**src/rtl/bin2bcd_seq.sv**
```systemverilog
// bin2bcd_seq: sequential double-dabble binary-to-BCD converter with start/busy/done handshake
module bin2bcd_seq #(
  parameter int WIDTH = 8,
  parameter int DIGITS = 3
) (
  input  logic                  clk,
  input  logic                  reset,
  input  logic                  start,
  input  logic [WIDTH-1:0]      bin,
  output logic                  busy,
  output logic                  done,
  output logic [4*DIGITS-1:0]   bcd
);
  localparam int BW = 4 * DIGITS;
  localparam int SW = BW + WIDTH;
  localparam int CW = $clog2(WIDTH + 1);
  typedef enum logic [1:0] {IDLE, SHIFT, DONE} state_t;
  state_t state, state_n;
  logic [SW-1:0] sr, sr_n, sh;
  logic [BW-1:0] adj, bcd_n;
  logic [CW-1:0] cnt, cnt_n;
  logic load, last;
  for (genvar d = 0; d < DIGITS; d++) begin : g_adj
    assign adj[4*d +: 4] = sr[WIDTH+4*d +: 4] >= 4'd5 ? sr[WIDTH+4*d +: 4] + 4'd3 : sr[WIDTH+4*d +: 4];
  end
  // adjust-then-shift; binary MSB falls into scratch bit 0
  assign sh = {adj, sr[WIDTH-1:0]} << 1;
  assign busy = state == SHIFT;
  assign done = state == DONE;
  always_comb begin
    load = state != SHIFT && start;
    last = state == SHIFT && cnt == CW'(WIDTH - 1);
    state_n = load ? SHIFT : state == SHIFT ? (last ? DONE : SHIFT) : IDLE;
    sr_n = load ? {{BW{1'b0}}, bin} : state == SHIFT ? sh : sr;
    cnt_n = load ? '0 : state == SHIFT ? cnt + 1'b1 : cnt;
    bcd_n = last ? sh[SW-1 -: BW] : bcd;
  end
  always_ff @(posedge clk) begin
    if (reset) begin
      state <= IDLE;
      sr <= '0;
      cnt <= '0;
      bcd <= '0;
    end else begin
      state <= state_n;
      sr <= sr_n;
      cnt <= cnt_n;
      bcd <= bcd_n;
    end
  end
endmodule

```
**config.mk**
```make
export PLATFORM = sky130hd
export DESIGN_NAME = bin2bcd_seq
export DESIGN_NICKNAME = d
export VERILOG_FILES = /design/src/rtl/bin2bcd_seq.sv
export SDC_FILE = /design/constraint.sdc
export NUM_CORES = 1
export LEC_CHECK = 0
export CAP_MARGIN = 20
export CORE_MARGIN = 2
export CORE_UTILIZATION = 47
export CTS_BUF_LIST = sky130_fd_sc_hd__clkbuf_16
export CTS_CLUSTER_DIAMETER = 80
export DETAILED_ROUTE_END_ITERATION = 8
export PLACE_DENSITY = 0.72
export SLEW_MARGIN = 20
export SYNTH_ARGS = -nofsm -noshare
export SYNTH_HDL_FRONTEND = slang
export SYNTH_SLANG_ARGS = --single-unit
```
**constraint.sdc**
```tcl
create_clock -name clk -period 1.3 [get_ports clk]
set_clock_uncertainty 0.1 [all_clocks]
set_input_delay 0.26 -clock clk [delete_from_list [all_inputs] [get_ports clk]]
set_output_delay 0.26 -clock clk [all_outputs]
set_load 0.01 [all_outputs]
```
Yosys cells after proc, flatten, opt, wreduce, memory -nomap -nowiden
Index checks and enable logic that the tools add are counted.
{"block": "classes", "n_addsub": 4, "magnitude_cmp": 3, "n_eq_ne": 4, "muxes": 8, "bitwise_logic": 1, "n_reduce_logical": 5}
{"cell": "8-bit two-way mux", "count": 2}
{"cell": "4-bit by 3-bit >= comparator with 1-bit output, second input constant", "count": 3}
{"cell": "4-bit by 2-bit adder with 4-bit output, second input constant", "count": 2}
{"cell": "4-bit two-way mux", "count": 2}
{"cell": "4-bit by 1-bit adder with 4-bit output, second input constant", "count": 1}
{"cell": "4-bit by 3-bit equality test with 1-bit output, second input constant", "count": 1}
{"cell": "3-bit by 2-bit adder with 3-bit output, second input constant", "count": 1}
{"cell": "3-bit two-way mux", "count": 1}
{"cell": "3-bit OR reduction", "count": 1}
{"cell": "2-bit by 1-bit equality test with 1-bit output, second input constant", "count": 1}
{"cell": "2-bit equality test, second input constant", "count": 1}
{"cell": "1-bit logical AND", "count": 2}
{"cell": "1-bit two-way mux", "count": 2}
{"cell": "2-bit two-way mux", "count": 1}
{"cell": "2-bit by 1-bit != test with 1-bit output, second input constant", "count": 1}
{"cell": "2-bit nonzero test", "count": 1}
{"cell": "2-bit OR reduction", "count": 1}
{"cell": "1-bit NOT", "count": 1}
{"block": "totals", "register_bits": 38, "in_bits": 11, "wordCells": 31}

Logic depth before layout (Yosys ltp)
Gate-level depths: netlist of run 1.
{"block": "depth", "depth_word": 5, "depth_mapped": 7, "depth_no_buf": 6}

Worst setup path before layout of run 1
Ideal clock, no wire load.
{"block": "synth_timing", "path_type": "flip-flop to flip-flop", "start": "reg sr[13]", "end": "reg bcd[6]", "t_arrival_ps": 1282, "required_ps": 1141, "setup_slack_ps": -141, "stages_incl_launch_ff": 7, "synth_period_minus_slack_ps": 1441, "path_cell_list": "dfxtp_1 -> inv_1 -> ha_1 -> nand2b_1 -> a21oi_1 -> mux2i_1 -> a22o_1"}
{"block": "synth_via", "elab_chain_cells": 2, "elab_cells_between_ends": 3, "classes_between": "add/sub (1); order compare (1); mux (1)"}
{"element": "start, declared", "line_no": "19", "rtl": "logic [SW-1:0] sr, sr_n, sh;"}
{"element": "start signal, assigned", "line_no": "46", "rtl": "sr <= sr_n;"}
{"element": "4-bit by 2-bit adder with 4-bit output / 4-bit by 3-bit >= comparator with 1-bit output (equally long branches)", "line_no": "24", "rtl": "assign adj[4*d +: 4] = sr[WIDTH+4*d +: 4] >= 4'd5 ? sr[WIDTH+4*d +: 4] + 4'd3 : sr[WIDTH+4*d +: 4];"}
{"element": "4-bit two-way mux (*)", "line_no": "24"}
{"element": "end signal, assigned", "line_no": "48", "rtl": "bcd <= bcd_n;"}
{"element": "end, declared", "line_no": "12", "rtl": "output logic [4*DIGITS-1:0] bcd"}
Mark *: on every way between the ends. The rest lies on a longest branch, timed or not.
A chain may end at the register's enable or synchronous reset.

Final worst setup path of run 1
{"block": "layout_timing", "start": "reg sr[9]", "end": "reg sr[10]"}
{"block": "layout_via", "elab_chain_cells": 2, "elab_cells_between_ends": 3, "classes_between": "add/sub (1); order compare (1); mux (1)"}
{"element": "4-bit by 2-bit adder with 4-bit output / 4-bit by 3-bit >= comparator with 1-bit output (equally long branches)", "line_no": "24"}
{"element": "4-bit two-way mux (*)", "line_no": "24"}
Marks and branches as above.

==> impl_metrics.yaml, run 1 <==
detailed_routing:
  drc: 0
  detail-route-antenna-nets: 0
  drt_iter0_markers: 100
  vias: 1565
  routed_wirelength_um: 4980
  firstDrtPassIters: 4
  wl_per_cell_um: 17.8
  viasPerCell: 5.59
timing:
  rsz0062_at_grt: "yes"
  hold_viol: 0
  fmax_ghz: 0.658
  period_share: 1.17
  relSlewSlack: 0.790
  worstMarginPinSlew_ns: 0.314
  report.final.slew_viol_count: 0
  holdWs_ns: 0.376
  setup_viol: 30
  fin_ws_ns: -0.220
  fin_crit_ns: 1.52
  setup_tns_ns: -3.19
logic_synthesis:
  ys_warn_count: 0
  synthAdderAreaFrac: 0.0530
  synth.area.top_cells: "dfxtp_1 (46%), mux2i_1 (6.7%), ha_1 (5.3%), o2bb2ai_1 (5.3%), a211oi_1 (4.1%)"
  synth_edf_count: 0
  synth_top_family_by_area: "compound AO/OA/AOI/OAI gates"
  muxShareOfSynthArea: 0.0667
  syn_inst: 172
  async_flop_share: 0
  ys_ff_latch: 38
  synth_largest_area_cell: "dfxtp_1"
  synth-xor-area-share: 0.0318
  synth_top_area_share: 0.461
  syn_area_um2: 1650
  postSynth.topFlopCell: "dfxtp_1"
  avgSynthCellArea_um2: 9.60
  syn-num-nets: 190
  ys_seq_area_frac: 0.461
  synthTopCellsByCount: "dfxtp_1 (38), nor2_1 (16), nand2_1 (14), a21oi_1 (12), mux2i_1 (11)"
  synth_compound_area_frac: 0.195
  synth-simple-area-share: 0.143
  yosysMostFrequentCell: "dfxtp_1"
  yosysUniqueCellTypes: 30
setup_path:
  cpMaxStageDelayCell: "dfxtp_2"
  critical_path.top_delay_family: "flip-flops"
  path_cells: "inv_4 -> ha_4 -> nand2b_4 -> a21oi_4 -> mux2i_2 -> o2bb2ai_1"
  rr_worst_depth: 6
  critPathBufInv: 1
  cp.required_ns: 1.38
  rrSetupSlack_ns: -0.22
  worstPathArrival_ns: 1.60
  rr_endpoint: "sr[10]$_SDFFE_PP0P_"
  worst_setup_path_end_kind: "register"
  reg2reg_from: "sr[9]$_SDFFE_PP0P_"
  slowest_delay_ns: 0.35
  start_kind: "register"
  crit_type: "reg -> reg"
  path_max_fanout: 3
die:
  dieArea_um2: 4000
  chipHeight_um: 63.3
  die_w_um: 63.3
  core_um2: 3360
  io_pins: 25
  start_util: 0.491
  rows: 21
worst_hold_path:
  worstHoldPathType: "reg -> reg"
  min_to: "bcd[4]$_SDFFE_PP0P_"
  hp-start: "bcd[4]$_SDFFE_PP0P_"
  hold_path_depth: 1
status:
  status: "complete, but fails checks"
  violations: "negative setup slack"
clock_tree:
  cts_num_sinks: 38
  cts_root_buffer: "clkbuf_16"
  clockBufferDepth: 2
  cts_hold_buf: 0
  htree_levels: 2
  clk_pin_slew_ns: 0.06
  cts_tree: "done"
  cts_buffers: 5
  clk_latency_ns: 0.28
power:
  sequentialPowerShare: 0.413
  switching_power_w: 0.000665
  clkPwrFrac: 0.454
  p_int_w: 0.00229
  leakagePower_nw: 1.11
  ir_drop_v: 0.00106
  powerDensity_nw_per_um2: 1080
  power.share.switching: 0.225
  combPwrFrac: 0.132
run:
  drv_cap: 0
global_routing:
  grt_max_degree: 17
  antenna_found_initial: 0
  grt_pass1_wl_um: 6900
  grt_usage: 0.224
  overflow: 0
  grt_pass1_vias: 1480
cells_and_area:
  fill_cells: 217
  layout-drive-gt1-share: 0.483
  final_cells: 280
  syn_to_final_growth_pct: 66.1
  final_util: 0.815
  n_antenna_cell: 0
  fin_nets: 251
place:
  hpwlAfterDp_um: 2800
  placedCellCount: 259
  globalplace.congestion: 0.764
  portBuffers: 24
==> routing by layer <==
metal / global-route usage / part of all wire / up-vias
met2: 0.402 / 0.51 / 39
met5: 0 / 0 / -
met3: 0.0589 / 0.036 / 17
li1: - / - / 735
met4: 0.0707 / 0.032 / 0
met1: 0.258 / 0.42 / 774
==> power by group through the flow <==
stage	logic, W	registers (W)	clock network (W)
6_report	0.000392	0.00122	0.00134
5_1_grt	0.000419	0.00123	0.00141
4_1_cts	0.000303	0.00122	0.00134
3_5_place_dp	0.000283	0.00125	0
3_3_place_gp	0.000271	0.00124	0
2_1_floorplan	0.000165	0.00124	0
==> per-stage QoR <==
step                instance area, um^2  power (W)  setup WS (ns)
detailed placement                 2220    0.00153         -0.343
floorplan                          1770    0.00141         -0.115
finish                             2740    0.00296         -0.220
global route                       2740    0.00305         -0.251
CTS                                2470    0.00287         -0.130
global placement                   2220    0.00151         -0.279
==> layout make-up <==
class | instances | area (um^2) | share of cell area
clock buffer | 5 | 125 | 0.0456
clock inverter | 3 | 37.5 | 0.0137
inverter | 8 | 40.0 | 0.0146
multi-input combinational | 118 | 1130 | 0.412
sequential | 38 | 777 | 0.283
tap | 46 | 57.6 | 0.0210
timing repair buffer | 62 | 574 | 0.209
==> registers in the layout, indices dropped and copies added, names as in the netlist <==
signal / count
cnt: 4
state: 2
sr: 20
bcd: 12
==> logic make-up after synthesis <==
family | after synthesis
and+or+nand+nor | 48
adders and majority gates | 7
buffers and inverters | 16
xor gates and xnor gates | 6
muxes | 11
DFF | 38
AOI/OAI and AO/OA | 46
==> worst max path at each step <==
| stage | startpoint | to | slack [ns] | cells after the start |
|---|---|---|---|---|
| floorplan | state[1]$_SDFF_PP0_ | bcd[10]$_SDFFE_PP0P_ | -0.12 | 7 |
| global placement | reset | bcd[9]$_SDFFE_PP0P_ | -0.28 | 3 |
| detailed placement | reset | bcd[11]$_SDFFE_PP0P_ | -0.34 | 3 |
| CTS | sr[9]$_SDFFE_PP0P_ | bcd[2]$_SDFFE_PP0P_ | -0.13 | 6 |
| global route | sr[9]$_SDFFE_PP0P_ | sr[10]$_SDFFE_PP0P_ | -0.25 | 6 |
| finish | sr[9]$_SDFFE_PP0P_ | sr[10]$_SDFFE_PP0P_ | -0.22 | 6 |
==> cell usage in the layout, fill, tap and decap left out, drive strengths merged, types with 10 or more instances in the layout <==
master / instances
buf: 39
dfxtp: 38
nor2: 17
nand2: 14
a21oi: 12
mux2i: 11
clkdlybuf4s50: 10
dlygate4sd2: 10
o2bb2ai: 10
==> worst register-to-register path, cell delays in order (launching register included) <==
cell       delay, ns
dfxtp_2         0.35
inv_4           0.05
ha_4            0.14
nand2b_4        0.14
a21oi_4         0.15
mux2i_2         0.30
o2bb2ai_1       0.18
==> repair_timing <==
action / in CTS / in global routing
buffers inserted: 6 / 7
cloned: 0 / 1
pin swaps: 8 / 11
setup endpoints to repair: 47 / 37
hold endpoints to repair: 0 / 0
resized for setup: 38 / 50
No activity file was read; power rests on OpenSTA's default activity.
==> inputs of run 2 (changes only) <==
--- a/config.mk
+++ b/config.mk
@@ -5,13 +5,15 @@
 export SDC_FILE = /design/constraint.sdc
 export NUM_CORES = 1
 export LEC_CHECK = 0
+export ABC_AREA = 1
 export CAP_MARGIN = 20
+export CORE_ASPECT_RATIO = 1.5
 export CORE_MARGIN = 2
-export CORE_UTILIZATION = 47
+export CORE_UTILIZATION = 49
 export CTS_BUF_LIST = sky130_fd_sc_hd__clkbuf_16
 export CTS_CLUSTER_DIAMETER = 80
 export DETAILED_ROUTE_END_ITERATION = 8
-export PLACE_DENSITY = 0.72
+export PLACE_DENSITY = 0.73
 export SLEW_MARGIN = 20
 export SYNTH_ARGS = -nofsm -noshare
 export SYNTH_HDL_FRONTEND = slang
==> run 2 against run 1 <==
Against the previous run: the flow still finishes with violations (negative setup slack); utilization fell by 6.4 points; synthesized cell count is 60% higher; power down 4.4%; design area hardly changed; critical path depth shrank 3; critical endpoint is now busy.
==> impl_metrics.yaml, run 2 <==
die:
  io_pins: 25
  dieArea_um2: 4280
  start_util: 0.505
  die_w_um: 54.1
  core_um2: 3650
  chipHeight_um: 79.1
  rows: 27
setup_path:
  rrSetupSlack_ns: -0.05
  cp.required_ns: 0.94
  critPathLaunch: "state[1]$_SDFF_PP0_"
  worstPathArrival_ns: 1.00
  reg2reg_from: "state[1]$_SDFF_PP0_"
  start_kind: "register"
  cp-endpoint: "busy"
  worst_setup_path_end_kind: "primary output"
  crit_type: "reg -> out"
  rr_worst_depth: 8
  rr_endpoint: "bcd[9]$_SDFFE_PP0P_"
  path_max_fanout: 3
timing:
  fin_crit_ns: 1.36
  rsz0062_at_grt: "yes"
  fmax_ghz: 0.737
  fin_ws_ns: -0.0575
  worstMarginPinSlew_ns: 0.233
  setup_viol: 13
  holdWs_ns: 0.362
  period_share: 1.04
  hold_viol: 0
  report.final.slew_viol_count: 0
  relSlewSlack: 0.844
clock_tree:
  htree_levels: 2
  clockBufferDepth: 2
  cts_buffers: 5
  clk_latency_ns: 0.28
  cts_tree: "done"
  cts_hold_buf: 0
  cts_num_sinks: 38
  cts_root_buffer: "clkbuf_16"
  clk_pin_slew_ns: 0.06
logic_synthesis:
  ys_ff_latch: 38
  synth_top_area_share: 0.412
  async_flop_share: 0
  avgSynthCellArea_um2: 6.68
  postSynth.topFlopCell: "dfxtp_1"
  synth_edf_count: 0
  synthTopCellsByCount: "nand2_1 (100), inv_1 (40), dfxtp_1 (38), nand3_1 (33), nor2_1 (17)"
  synth.area.top_cells: "dfxtp_1 (41%), nand2_1 (20%), nand3_1 (9.0%), inv_1 (8.1%), ha_1 (4.7%)"
  yosysMostFrequentCell: "nand2_1"
  syn-num-nets: 294
  ys_warn_count: 0
  ys_seq_area_frac: 0.412
  yosysUniqueCellTypes: 19
  syn_inst: 276
  syn_area_um2: 1840
  synth_largest_area_cell: "dfxtp_1"
place:
  globalplace.congestion: 0.782
  portBuffers: 24
  hpwlAfterDp_um: 3010
  placedCellCount: 358
detailed_routing:
  drc: 0
  viasPerCell: 5.09
  wl_per_cell_um: 12.9
  detail-route-antenna-nets: 0
  firstDrtPassIters: 4
  routed_wirelength_um: 4790
  vias: 1888
  drt_iter0_markers: 44
global_routing:
  grt_usage: 0.235
  grt_max_degree: 21
  grt_pass1_vias: 1697
  overflow: 0
  grt_pass1_wl_um: 7270
  antenna_found_initial: 0
status:
  violations: "negative setup slack"
  status: "complete, but fails checks"
cells_and_area:
  layout_common_cells: "nand2_1 (72), inv_1 (31), dfxtp_1 (30), nand2_2 (22), buf_4 (21)"
  syn_to_final_growth_pct: 48.6
  fill_cells: 288
  n_antenna_cell: 0
  top_register: "sr"
  final_cells: 371
  fin_nets: 345
  final_common_cell: "nand2_1"
  top_regs: "sr: 20 flops, bcd: 12 flops, cnt: 4 flops"
  layout-drive-gt1-share: 0.360
  largest_reg_flops: 20
power:
  powerDensity_nw_per_um2: 1030
  ir_drop_v: 0.00110
  leakagePower_nw: 1.49
run:
  drv_cap: 0
worst_hold_path:
  worstHoldPathType: "reg -> reg"
run 2: cell count changes after synthesis, sizes merged, moves of 4 or more:
cell	delta
nand4	+5
inv	+33
o2bb2ai	-10
mux2i	-11
xnor2	-4
a22o	-7
nor3b	-4
a211oi	-9
nand3	+31
clkbuf	-4
nand2	+87
nand2b	-6
buf	+4
run 2: what timing repair did:
item | CTS | global route
cloned | 0 | 0
gates resized for setup | 38 | 87
endpoints found under the setup margin | 47 | 35
pin swaps | 2 | 25
hold endpoints to repair | 0 | 0
setup buffers | 2 | 4
run 2: cell type report:
cell class / instances / area, um^2 / share of cell area
Clock inverter: 3 / 12.5 / 0.00456
Timing Repair Buffer: 52 / 460 / 0.168
Inverter: 41 / 156 / 0.0571
Sequential cell: 38 / 771 / 0.281
Multi-Input combinational cell: 189 / 1160 / 0.424
Clock buffer: 5 / 125 / 0.0456
Tap cell: 43 / 53.8 / 0.0196
run 2: layer usage:
| metal | global-route usage | vias up | routed length, um |
|---|---|---|---|
| met5 | 0 | - | 0 |
| met4 | 0.118 | 0 | 117 |
| met3 | 0.0489 | 10 | 183 |
| met2 | 0.416 | 44 | 2720 |
| met1 | 0.251 | 867 | 1770 |
| li1 | - | 967 | - |
run 2: cells by family after synthesis:
| group | share of synthesized area |
|---|---|
| fa+ha+maj | 0.0475 |
| compound gates | 0.0611 |
| flops | 0.412 |
| buf+inv | 0.107 |
| simple gates | 0.372 |
run 2: worst min path at each step:
stage | from | to | slack [ns] | cells after the start
after global routing | bcd[9]$_SDFFE_PP0P_ | bcd[9]$_SDFFE_PP0P_ | 0.38 | 2
after global placement | bcd[10]$_SDFFE_PP0P_ | bcd[10]$_SDFFE_PP0P_ | 0.35 | 2
after CTS | bcd[9]$_SDFFE_PP0P_ | bcd[9]$_SDFFE_PP0P_ | 0.37 | 2
final | bcd[9]$_SDFFE_PP0P_ | bcd[9]$_SDFFE_PP0P_ | 0.36 | 2
after floorplan | reset | sr[0]$_SDFFE_PP0P_ | 0.23 | 1
after detailed placement | bcd[10]$_SDFFE_PP0P_ | bcd[10]$_SDFFE_PP0P_ | 0.36 | 2
run 2: per-stage QoR:
step                power [W]  utilization  worst slack (ns)  TNS [ns]  instance area (um^2)
finish                0.00283        0.751           -0.0575    -0.471                  2740
global route          0.00292        0.751            -0.114     -1.75                  2740
CTS                   0.00274        0.674           -0.0501    -0.204                  2460
detailed placement    0.00158        0.625            -0.184     -3.76                  2280
global placement      0.00157        0.625            -0.158     -3.31                  2280
floorplan             0.00145            -            0.0638         0                  1840
run 2: where the power goes:
group	total [W]	leakage (nW)	internal (W)	switching [W]
Combinational	0.000436	1.11	0.000193	0.000243
Sequential	0.00124	0.312	0.00121	0.0000366
Clock	0.00115	0.0724	0.000693	0.000458
Total	0.00283	1.49	0.00209	0.000737
run 2: critical path, cell delays in order (launching register included):
cell	delay, ns
dfxtp_2	0.32
buf_6	0.11
nor2_4	0.13
buf_2	0.15
==> inputs of run 3 (changes only) <==
--- a/config.mk
+++ b/config.mk
@@ -7,7 +7,7 @@
 export LEC_CHECK = 0
 export ABC_AREA = 1
 export CAP_MARGIN = 20
-export CORE_ASPECT_RATIO = 1.5
+export CORE_ASPECT_RATIO = 0.6
 export CORE_MARGIN = 2
 export CORE_UTILIZATION = 49
 export CTS_BUF_LIST = sky130_fd_sc_hd__clkbuf_16
==> run 3 against run 2 <==
Against the previous run: routed wire length up 2.5%; critical path depth is the same; setup slack better by 0.036 ns; sequential share of layout area rose by 0.33 points; maximum frequency rose by 2.8%; worst hold slack better by 0.0037 ns; the run still ends with negative setup slack left; clock power hardly changed; first-iteration DRC count grew 57%; register-to-register slack improved by 0.04 ns; utilization fell by 0.15 points; via count decreased by 0.95%.
==> impl_metrics.yaml, run 3 (synthesis gave the netlist of run 2 again) <==
status:
  status: "complete, but fails checks"
  violations: "negative setup slack"
setup_path:
  rr_endpoint: "sr[7]$_SDFFE_PP0P_"
  crit_type: "reg -> out"
  cp.required_ns: 0.94
  rr_worst_depth: 9
  path_max_fanout: 2
  critPathLaunch: "state[1]$_SDFF_PP0_"
  reg2reg_from: "state[0]$_SDFF_PP0_"
  rrSetupSlack_ns: -0.01
  cp-endpoint: "done"
  start_kind: "register"
  worstPathArrival_ns: 0.96
  worst_setup_path_end_kind: "primary output"
detailed_routing:
  viasPerCell: 4.99
  vias: 1870
  routed_wirelength_um: 4910
  firstDrtPassIters: 4
  wl_per_cell_um: 13.1
  detail-route-antenna-nets: 0
  drt_iter0_markers: 69
  drc: 0
timing:
  fmax_ghz: 0.757
  relSlewSlack: 0.849
  fin_ws_ns: -0.0212
  holdWs_ns: 0.365
  report.final.slew_viol_count: 0
  fin_crit_ns: 1.32
  hold_viol: 0
  rsz0062_at_grt: "yes"
  period_share: 1.02
  worstMarginPinSlew_ns: 0.226
  setup_viol: 2
cells_and_area:
  layout_common_cells: "nand2_1 (88), dfxtp_1 (30), inv_1 (29), nand3_1 (25), buf_4 (20)"
  final_util: 0.750
  syn_to_final_growth_pct: 47.9
  layout-drive-gt1-share: 0.302
  n_antenna_cell: 0
  final_common_cell: "nand2_1"
  largest_reg_flops: 20
  top_regs: "sr: 20 flops, bcd: 12 flops, cnt: 4 flops"
  fill_cells: 291
  top_register: "sr"
  fin_nets: 346
clock_tree:
  cts_buffers: 5
  cts_num_sinks: 38
  clk_latency_ns: 0.28
  cts_tree: "done"
  htree_levels: 2
  cts_root_buffer: "clkbuf_16"
  clockBufferDepth: 2
  clk_pin_slew_ns: 0.05
power:
  ir_drop_v: 0.000749
  leakagePower_nw: 1.43
  powerDensity_nw_per_um2: 1030
die:
  dieArea_um2: 4290
  start_util: 0.507
  core_um2: 3640
  chipHeight_um: 51.5
  die_w_um: 83.2
  io_pins: 25
  rows: 17
global_routing:
  grt_pass1_vias: 1602
  grtUsageMet2: 0.328
  grt_busiest_layer: "met2"
  grt_usage: 0.219
  grt_use_met1: 0.305
  grt_pass1_wl_um: 7260
  grt_max_degree: 21
  antenna_found_initial: 0
  overflow: 0
  use_met3: 0.0571
place:
  globalplace.congestion: 0.864
  portBuffers: 24
  hpwlAfterDp_um: 3100
run:
  drv_cap: 0
worst_hold_path:
  worstHoldPathType: "reg -> reg"
[run 3: cell count changes in the layout (fill, tap and decap cells not counted), moves of 3 or more]
| cell | delta |
|---|---|
| nand2_1 | +16 |
| nand2_2 | -16 |
| nand3_1 | +5 |
| nand3_2 | -5 |
| o21ai_0 | +3 |
[run 3: power breakdown]
part           internal [W]  switching [W]  total [W]
sequential          0.00120      0.0000335    0.00124
combinational      0.000203       0.000245   0.000448
clock              0.000691       0.000440    0.00113
[run 3: repair_timing]
action	4_1_cts	5_1_grt
hold buffers	0	0
setup buffers	1	8
gates cloned	0	1
pin swaps	0	15
resized for setup	36	71
setup endpoints to repair	49	37
[run 3: worst min-delay path by stage]
stage,cells past startpoint,from,end
final,2,bcd[7]$_SDFFE_PP0P_,bcd[7]$_SDFFE_PP0P_
after floorplan,1,reset,sr[0]$_SDFFE_PP0P_
after CTS,2,sr[0]$_SDFFE_PP0P_,sr[0]$_SDFFE_PP0P_
after global placement,2,sr[0]$_SDFFE_PP0P_,sr[0]$_SDFFE_PP0P_
after global routing,2,sr[0]$_SDFFE_PP0P_,sr[0]$_SDFFE_PP0P_
after detailed placement,2,sr[0]$_SDFFE_PP0P_,sr[0]$_SDFFE_PP0P_
[run 3: critical path: stages, from the launching register on]
cell     delay [ns]
dfxtp_2        0.36
inv_2          0.05
nor2_2         0.11
buf_2          0.16
[run 3: through the flow]
stage / std cells / setup TNS [ns] / worst slack, ns / power [W] / instance area, um^2
after floorplan: 276 / 0 / 0.0638 / 0.00145 / 1840
after global placement: 359 / -3.45 / -0.216 / 0.00157 / 2270
after detailed placement: 359 / -3.80 / -0.202 / 0.00158 / 2270
after CTS: 367 / -0.0108 / -0.00640 / 0.00271 / 2420
after global routing: 375 / -0.461 / -0.0906 / 0.00295 / 2730
final: 375 / -0.0305 / -0.0212 / 0.00282 / 2730
[run 3: layout make-up]
cell class / count / area, um^2 / area share
multi-input cells: 189 / 1100 / 0.403
flip-flops and latches: 38 / 776 / 0.284
repair buffers: 53 / 502 / 0.184
inverters: 41 / 156 / 0.0573
clock buffers: 5 / 125 / 0.0459
well taps: 47 / 58.8 / 0.0216
clock inverters: 2 / 10.0 / 0.00367
[run 3: per-layer routing]
layer  share of wire  vias to the layer above
met1            0.49                      848
met4           0.017                        0
met5               0                        -
met2            0.44                       49
met3           0.053                        7
li1                -                      966
